===== src/rtl/psram_arbiter.sv =====
// Round-robin arbiter sharing one PSRAM line controller between two line masters.
// Serialises read/write line requests and steers the controller's line-buffer handshake.
module psram_arbiter #(
  parameter int unsigned LAW          = 18,
  parameter int unsigned BUSY_TIMEOUT = 64
) (
  input  logic           mem_clk,
  input  logic           reset,

  input  logic           req0_rd,
  input  logic           req0_wr,
  input  logic [LAW-1:0] req0_addr,
  input  logic [127:0]   req0_wdata,
  output logic           req0_done,
  output logic           req0_en,
  output logic           req0_we,
  output logic [1:0]     req0_caddr,

  input  logic           req1_rd,
  input  logic           req1_wr,
  input  logic [LAW-1:0] req1_addr,
  input  logic [127:0]   req1_wdata,
  output logic           req1_done,
  output logic           req1_en,
  output logic           req1_we,
  output logic [1:0]     req1_caddr,

  output logic [127:0]   m_rdata,

  output logic           mem_rd,
  output logic           mem_wr,
  output logic [LAW-1:0] raddr,
  output logic [LAW-1:0] waddr,
  input  logic           rd_busy,
  input  logic           wr_busy,
  input  logic           cache_en,
  input  logic           cache_we,
  input  logic [1:0]     cache_addr,
  input  logic [127:0]   cache_wdata,
  output logic [127:0]   cache_rdata,

  output logic [1:0]     grant,
  output logic           timeout_err
);

  typedef enum logic [2:0] {
    S_IDLE,
    S_ISSUE,
    S_ACCEPT,
    S_BUSY,
    S_DONE
  } state_t;

  localparam int unsigned TW = $clog2(BUSY_TIMEOUT) + 1;
  localparam logic [TW-1:0] TIMER_LAST = TW'(BUSY_TIMEOUT - 1);

  state_t         state_q, state_d;
  logic [1:0]     grant_q, grant_d;
  logic           last_q, last_d;
  logic           op_wr_q, op_wr_d;
  logic           mem_rd_q, mem_rd_d;
  logic           mem_wr_q, mem_wr_d;
  logic [1:0]     done_q, done_d;
  logic           terr_q, terr_d;
  logic [TW-1:0]  timer_q, timer_d;
  logic [LAW-1:0] raddr_q, raddr_d;
  logic [LAW-1:0] waddr_q, waddr_d;

  logic           pend0, pend1, sel1, sel_wr, busy_match;
  logic [LAW-1:0] sel_addr;

  always_comb begin
    pend0      = req0_rd | req0_wr;
    pend1      = req1_rd | req1_wr;
    // last_q=1 means port 1 was served last, so a tie goes to port 0
    sel1       = pend1 & (~pend0 | ~last_q);
    sel_wr     = sel1 ? req1_wr : req0_wr;
    sel_addr   = sel1 ? req1_addr : req0_addr;
    busy_match = op_wr_q ? wr_busy : rd_busy;
  end

  always_comb begin
    state_d  = state_q;
    grant_d  = grant_q;
    last_d   = last_q;
    op_wr_d  = op_wr_q;
    mem_rd_d = 1'b0;
    mem_wr_d = 1'b0;
    done_d   = '0;
    terr_d   = terr_q;
    timer_d  = timer_q;
    raddr_d  = raddr_q;
    waddr_d  = waddr_q;
    unique case (state_q)
      S_IDLE: begin
        if (!(rd_busy | wr_busy) && (pend0 | pend1)) begin
          grant_d  = sel1 ? 2'b10 : 2'b01;
          op_wr_d  = sel_wr;
          raddr_d  = sel_addr;
          waddr_d  = sel_addr;
          mem_wr_d = sel_wr;
          mem_rd_d = ~sel_wr;
          state_d  = S_ISSUE;
        end
      end
      S_ISSUE: begin
        timer_d = '0;
        state_d = S_ACCEPT;
      end
      S_ACCEPT: begin
        if (busy_match) begin
          state_d = S_BUSY;
        end else if (timer_q == TIMER_LAST) begin
          terr_d  = 1'b1;
          done_d  = grant_q;
          state_d = S_DONE;
        end else begin
          timer_d = timer_q + 1'b1;
        end
      end
      S_BUSY: begin
        if (!busy_match) begin
          done_d  = grant_q;
          state_d = S_DONE;
        end
      end
      S_DONE: begin
        last_d  = grant_q[1];
        grant_d = '0;
        state_d = S_IDLE;
      end
      default: state_d = S_IDLE;
    endcase
  end

  always_ff @(posedge mem_clk or posedge reset) begin
    if (reset) begin
      state_q  <= S_IDLE;
      grant_q  <= '0;
      last_q   <= 1'b1;
      op_wr_q  <= 1'b0;
      mem_rd_q <= 1'b0;
      mem_wr_q <= 1'b0;
      done_q   <= '0;
      terr_q   <= 1'b0;
      timer_q  <= '0;
      raddr_q  <= '0;
      waddr_q  <= '0;
    end else begin
      state_q  <= state_d;
      grant_q  <= grant_d;
      last_q   <= last_d;
      op_wr_q  <= op_wr_d;
      mem_rd_q <= mem_rd_d;
      mem_wr_q <= mem_wr_d;
      done_q   <= done_d;
      terr_q   <= terr_d;
      timer_q  <= timer_d;
      raddr_q  <= raddr_d;
      waddr_q  <= waddr_d;
    end
  end

  logic in_busy;
  assign in_busy = (state_q == S_BUSY);

  assign req0_en     = in_busy & grant_q[0] & cache_en;
  assign req0_we     = in_busy & grant_q[0] & cache_we;
  assign req1_en     = in_busy & grant_q[1] & cache_en;
  assign req1_we     = in_busy & grant_q[1] & cache_we;
  assign req0_caddr  = cache_addr;
  assign req1_caddr  = cache_addr;
  assign m_rdata     = cache_wdata;
  assign cache_rdata = grant_q[1] ? req1_wdata : req0_wdata;

  assign req0_done   = done_q[0];
  assign req1_done   = done_q[1];
  assign mem_rd      = mem_rd_q;
  assign mem_wr      = mem_wr_q;
  assign raddr       = raddr_q;
  assign waddr       = waddr_q;
  assign grant       = grant_q;
  assign timeout_err = terr_q;

endmodule

===== config.mk =====
export PLATFORM = sky130hd
export DESIGN_NAME = psram_arbiter
export DESIGN_NICKNAME = d
export VERILOG_FILES = /design/src/rtl/psram_arbiter.sv
export SDC_FILE = /design/constraint.sdc
export NUM_CORES = 1
export LEC_CHECK = 0
export BUFFER_PORTS_ARGS = -buffer_cell sky130_fd_sc_hd__buf_2
export CAP_MARGIN = 30
export CORE_AREA = 8 8 282 284
export CTS_CLUSTER_DIAMETER = 150
export DETAILED_ROUTE_END_ITERATION = 12
export DIE_AREA = 0 0 290 292
export SYNTH_ARGS = -nofsm -noshare
export SYNTH_HDL_FRONTEND = slang
export SYNTH_SLANG_ARGS = --single-unit

===== constraint.sdc =====
create_clock -name mem_clk -period 2.72 [get_ports mem_clk]
set_input_delay 0.272 -clock mem_clk [delete_from_list [all_inputs] [get_ports mem_clk]]
set_output_delay 0.272 -clock mem_clk [all_outputs]
set_load 0.005 [all_outputs]

## After elaboration in Yosys (flattened, before gate mapping)

Index checks and enable logic that the tools add are counted.

| operators by class | value |
|---|---|
| add/sub/neg operators | 1 |
| equality and inequality tests | 10 |
| mux-type cells | 23 |
| bitwise gates (word level) | 16 |
| reduce and logical (&&, ||, !) cells | 10 |

Operators with widths:

| cell | count |
|---|---|
| two-way mux 128 bit | 1 |
| two-way mux 18 bit | 1 |
| two-way mux 7 bit | 2 |
| one-hot mux 7 bit (2 select lines) | 1 |
| two-way mux 3 bit | 4 |
| one-hot mux 3 bit (4 select lines) | 1 |
| two-way mux 2 bit | 5 |
| AND reduction 3 bit | 3 |
| != test 2 bit, second input constant | 4 |
| one-hot mux 2 bit (2 select lines) | 2 |
| adder 7 x 1 -> 7 bit, second input constant | 1 |
| AND 1 bit | 7 |
| == test 7 x 6 -> 1 bit, second input constant | 1 |
| == test 3 x 2 -> 1 bit, second input constant | 2 |
| two-way mux 1 bit | 6 |
| OR 1 bit | 5 |
| inverter 1 bit | 4 |
| AND reduction 2 bit | 2 |
| nonzero test 2 bit | 2 |
| == test 3 x 1 -> 1 bit, second input constant | 1 |
| == test 3 bit, second input constant | 1 |
| logical NOT 3 bit | 1 |
| != test 3 bit, second input constant | 1 |
| logical AND 1 bit | 1 |
| logical NOT 1 bit | 1 |

| word-level totals | value |
|---|---|
| bits in registers | 37 |
| bits of input ports | 432 |
| output and inout port bits | 307 |
| logic and storage cells | 70 |

## Longest topological paths before layout

| logic depth | value |
|---|---|
| depth after elaboration | 8 |
| gate-level depth with buffers | 7 |

## Worst setup path before layout

OpenSTA, ideal clock, no wires.

| timing path | value |
|---|---|
| path type | reg2reg |
| start point | reg op_wr_q |
| end point | reg timer_q[3] |
| setup time | 77 ps |
| arrival | 1769 ps |
| data required time | 2643 ps |
| slack | 874 ps |
| stages on the path, launching flop included | 6 |
| path buffers | 1 |
| cells stage by stage | dfrtp_1 -> mux2_4 -> or3_4 -> buf_6 -> or4_1 -> a21oi_1 |

| between the ends | value |
|---|---|
| longest elaborated chain between the ends | 3 |

Ends and longest elaborated chain:

| element | line | source |
|---|---|---|
| start: declaration | 60 | `logic op_wr_q, op_wr_d;` |
| start signal: assignment | 153 | `op_wr_q <= op_wr_d;` |
| two-way mux 1 bit | 79 | `busy_match = op_wr_q ? wr_busy : rd_busy;` |
| != test 2 bit (no line) | - |  |
| AND reduction 3 bit (no line) | - |  |
| end signal: assignment | 158 | `timer_q <= timer_d;` |
| end: declaration | 65 | `logic [TW-1:0] timer_q, timer_d;` |

No other way between the ends.
A chain may end at the register's enable or synchronous reset.

## Final worst setup path

| timing path | value |
|---|---|
| start point | reg grant_q[1], in the netlist grant[1] |
| end point | out cache_rdata[77] |

| between the ends | value |
|---|---|
| longest elaborated chain between the ends | 1 |

Ends and longest elaborated chain:

| element | line | source |
|---|---|---|
| start: declaration | 58 | `logic [1:0] grant_q, grant_d;` |
| start signal: assignment | 151 | `grant_q <= grant_d;` |
| two-way mux 128 bit | 174 | `assign cache_rdata = grant_q[1] ? req1_wdata : req0_wdata;` |
| end: declaration | 40 | `output logic [127:0] cache_rdata,` |

No other way between the ends.

==> reports/results.tsv <==
stage	metric	value	unit
cts	insertion delay to the later sink of the worst-skew pair	0.28	ns
logic_synthesis	Synth async-reset ratio	100	%
logic_synthesis	top area cells in the synthesized netlist	mux2_2, buf_4, dfrtp_1	
logic_synthesis	synthesized netlist cell count	465	
power	LEAKAGE	3.40	nW
finish	Layout Nets	1216	
cts	Clock Sinks	37	
placed_design	DP Area	6880	sq um
floorplan	core box area	75200	sq um
floorplan	DIE WIDTH	290	microns
finish	layout cell share with drive strength beyond 1	80.2	%
floorplan	top-level I/O count	739	
drt	DRT iter0 DRCs	152	
job	number of max-cap violations	0	
logic_synthesis	number of flops mapped to enable cells by yosys	0	
floorplan	effective utilization at floorplan	5.83	%
drt	WL final	44.4	mm
logic_synthesis	commonest cells in the netlist	buf_4, mux2_2, dfrtp_1	
sta	RSZ-0062 raised after global routing	no	
sta	clock skew	0.00858	ns
setup_path	Crit Path Max Fanout	63	
global_route	vias in the first global route	5053	
drt	Via Count	4821	
cts	CTS tree	done	
logic_synthesis	synth warn	0	
placed_design	DP HPWL	41.9	mm
logic_synthesis	most frequent cell after synthesis	buf_4	
sta	Tmin final	2.36	ns
sta	Max Transition Viols Final	0	
logic_synthesis	mapped cell area	4380	sq um
power	PD cells	704	nW/um^2
cts	post-cts sizing count	0	
sta	Setup Viol. Count Final	0	
finish	fin util	9.48	%
cts	Hold Buf Count CTS	0	
drt	first drt pass iteration count	4	
logic_synthesis	FF+latch count, synth	37	
global_route	GRT overflow	0	
cts	CTS H-Tree Depth	2	
drt	Antenna Nets Post-Route	0	
sta	Rel. slew slack	55.9	%
power	maximum vdd ir drop	0.000235	V
setup_path	CP endpoint kind	output pin	
cts	Clk pin slew, worst setup/hold paths	0.07	ns
logic_synthesis	Synth cell types	40	
sta	Final Hold Viols	0	
global_route	antenna violations before repair	36	
sta	Worst-Margin Slew	0.661	ns
drt	Vias/cell	2.70	
cts	clk root buf	clkbuf_16	
global_route	largest net degree at the start of global routing	64	
sta	fmax	423	MHz
placed_design	PortBufs	476	
logic_synthesis	top cell type's share of synthesized area	32.9	%
finish	finished layout cell area	7130	sq um
setup_path	crit path kind	reg -> out	
global_route	first-pass GRT wire length	55.0	mm
finish	area grow syn2layout	62.7	%
cts	CTS Buf Count	5	
worst_hold_path	Min-Delay Path Class	in -> async	
logic_synthesis	register area share after synthesis	21.2	%
run_status	outcome	finished clean	
setup_path	Startpoint Class	register	
floorplan	die extent in y	292	microns
logic_synthesis	syn_area_per_cell	9.43	sq um
setup_path	Worst Path Required	2.45	ns
sta	Final TNS setup	0	ns
cts	deepest clock path buffer count	2	
logic_synthesis	leading area contributor after synthesis	mux2_2	
logic_synthesis	syn_nets	898	
drt	Residual DRC	0	
floorplan	row cnt	101	
global_route	Total GRT Usage	9.90	%
sta	crit share post-route	86.9	%
placed_design	global placement routability congestion	0.830	
cts	post-CTS setup buffers	0	
logic_synthesis	ys flop type	dfrtp_1	
setup_path	Worst Path Arrival	2.09	ns
floorplan	die area	84700	sq um
drt	routed len/inst	24.8	microns
## layout make-up
class / instances / area (sq um)
diodes: 25 / 62.6
clock inverters: 3 / 68.8
well taps: 978 / 1220
multi-input cells: 248 / 2210
inverters: 6 / 22.5
repair buffers: 485 / 2490
flip-flops and latches: 37 / 931
fillers: 8742 / 68100
clock buffers: 5 / 125
## power by group
part | leakage (nW) | internal [mW] | switching, mW
combinational | 2.84 | 1.51 | 1.73
sequential | 0.473 | 0.753 | 0.264
clock | 0.0946 | 0.529 | 0.242
## routing by layer
metal | vias to the layer above | track usage [%] | wire (microns)
met3 | 78 | 10.6 | 10200
li1 | 2141 | - | -
met5 | - | 1.98 | 286
met2 | 508 | 12.7 | 16000
met1 | 2080 | 11.0 | 17100
met4 | 14 | 1.57 | 791
## worst paths after layout
| kind | startpoint | end | slack, ns | cells after the start |
|---|---|---|---|---|
| max in group asynchronous | reset | last_q$_DFFE_PP1P_ | 1.86 | 3 |
| max reg2reg | op_wr_q$_DFFE_PP0P_ | timer_q[1]$_DFFE_PP0P_ | 0.80 | 4 |
| min reg2reg | timeout_err$_DFFE_PP0P_ | timeout_err$_DFFE_PP0P_ | 0.48 | 1 |
| min | reset | done_q[0]$_DFF_PP0_ | 0.07 | 2 |
| max | grant[1]$_DFFE_PP0P_ | cache_rdata[77] | 0.36 | 3 |
| min in group mem_clk | req1_addr[4] | waddr[4]$_DFFE_PP0P_ | 0.28 | 3 |
## layout by cell type, fill, tap and decap left out, drive strengths merged
| cell | count |
|---|---|
| a311oi | 1 |
| inv | 7 |
| clkbuf | 5 |
| o22a | 1 |
| mux2 | 129 |
| nor3 | 3 |
| diode | 25 |
| a21oi | 4 |
| or4 | 2 |
| nor3b | 2 |
| o21a | 1 |
| o31ai | 2 |
| nand3 | 5 |
| o21ai | 24 |
| o21bai | 1 |
| and2 | 3 |
| or4b | 1 |
| bufinv | 2 |
| a21o | 1 |
| o311a | 2 |
| o22ai | 1 |
| a32o | 1 |
| mux2i | 20 |
| ha | 1 |
| nand2 | 25 |
| and3 | 4 |
| dfstp | 1 |
| o211ai | 2 |
| dfrtp | 36 |
| or3 | 2 |
| a31o | 1 |
| buf | 485 |
| a31oi | 1 |
| nor2 | 5 |
| nor4 | 1 |
| nand2b | 2 |
## registers in the layout (all words and copies together) (netlist names)
name and count:
waddr 18, timer_q 7, state_q 3, done_q 2, grant 2, last_q 1, mem_rd 1, mem_wr 1
op_wr_q 1, timeout_err 1
## metrics by stage
stage	setup slack, ns	instances	total power [mW]	hold WS, ns
6_report	0.357	1787	5.02	0.0721
2_1_floorplan	0.874	465	2.71	0.397
5_1_grt	0.240	1763	5.49	0.129
4_1_cts	0.325	1762	5.22	0.0906
3_5_place_dp	0.640	1754	4.42	0.398
3_3_place_gp	0.671	1754	4.43	0.391
## worst max-delay path, stage by stage, from the launching register on
cell and delay (ns):
dfrtp_4 0.68, buf_12 0.33, mux2_2 0.47, buf_2 0.17
## logic make-up (layout without fill, tap and decap cells)
kind of cell	Yosys count	after routing	share of synthesized area, %
muxes	149	149	37.8
adders and majority gates	1	1	0.285
other	0	25	0
DFF	37	37	21.2
and+or+nand+nor	55	55	6.28
buffers and inverters	180	499	28.5
AOI/OAI and AO/OA	43	43	6.00
No activity file was read; power rests on OpenSTA's default activity.
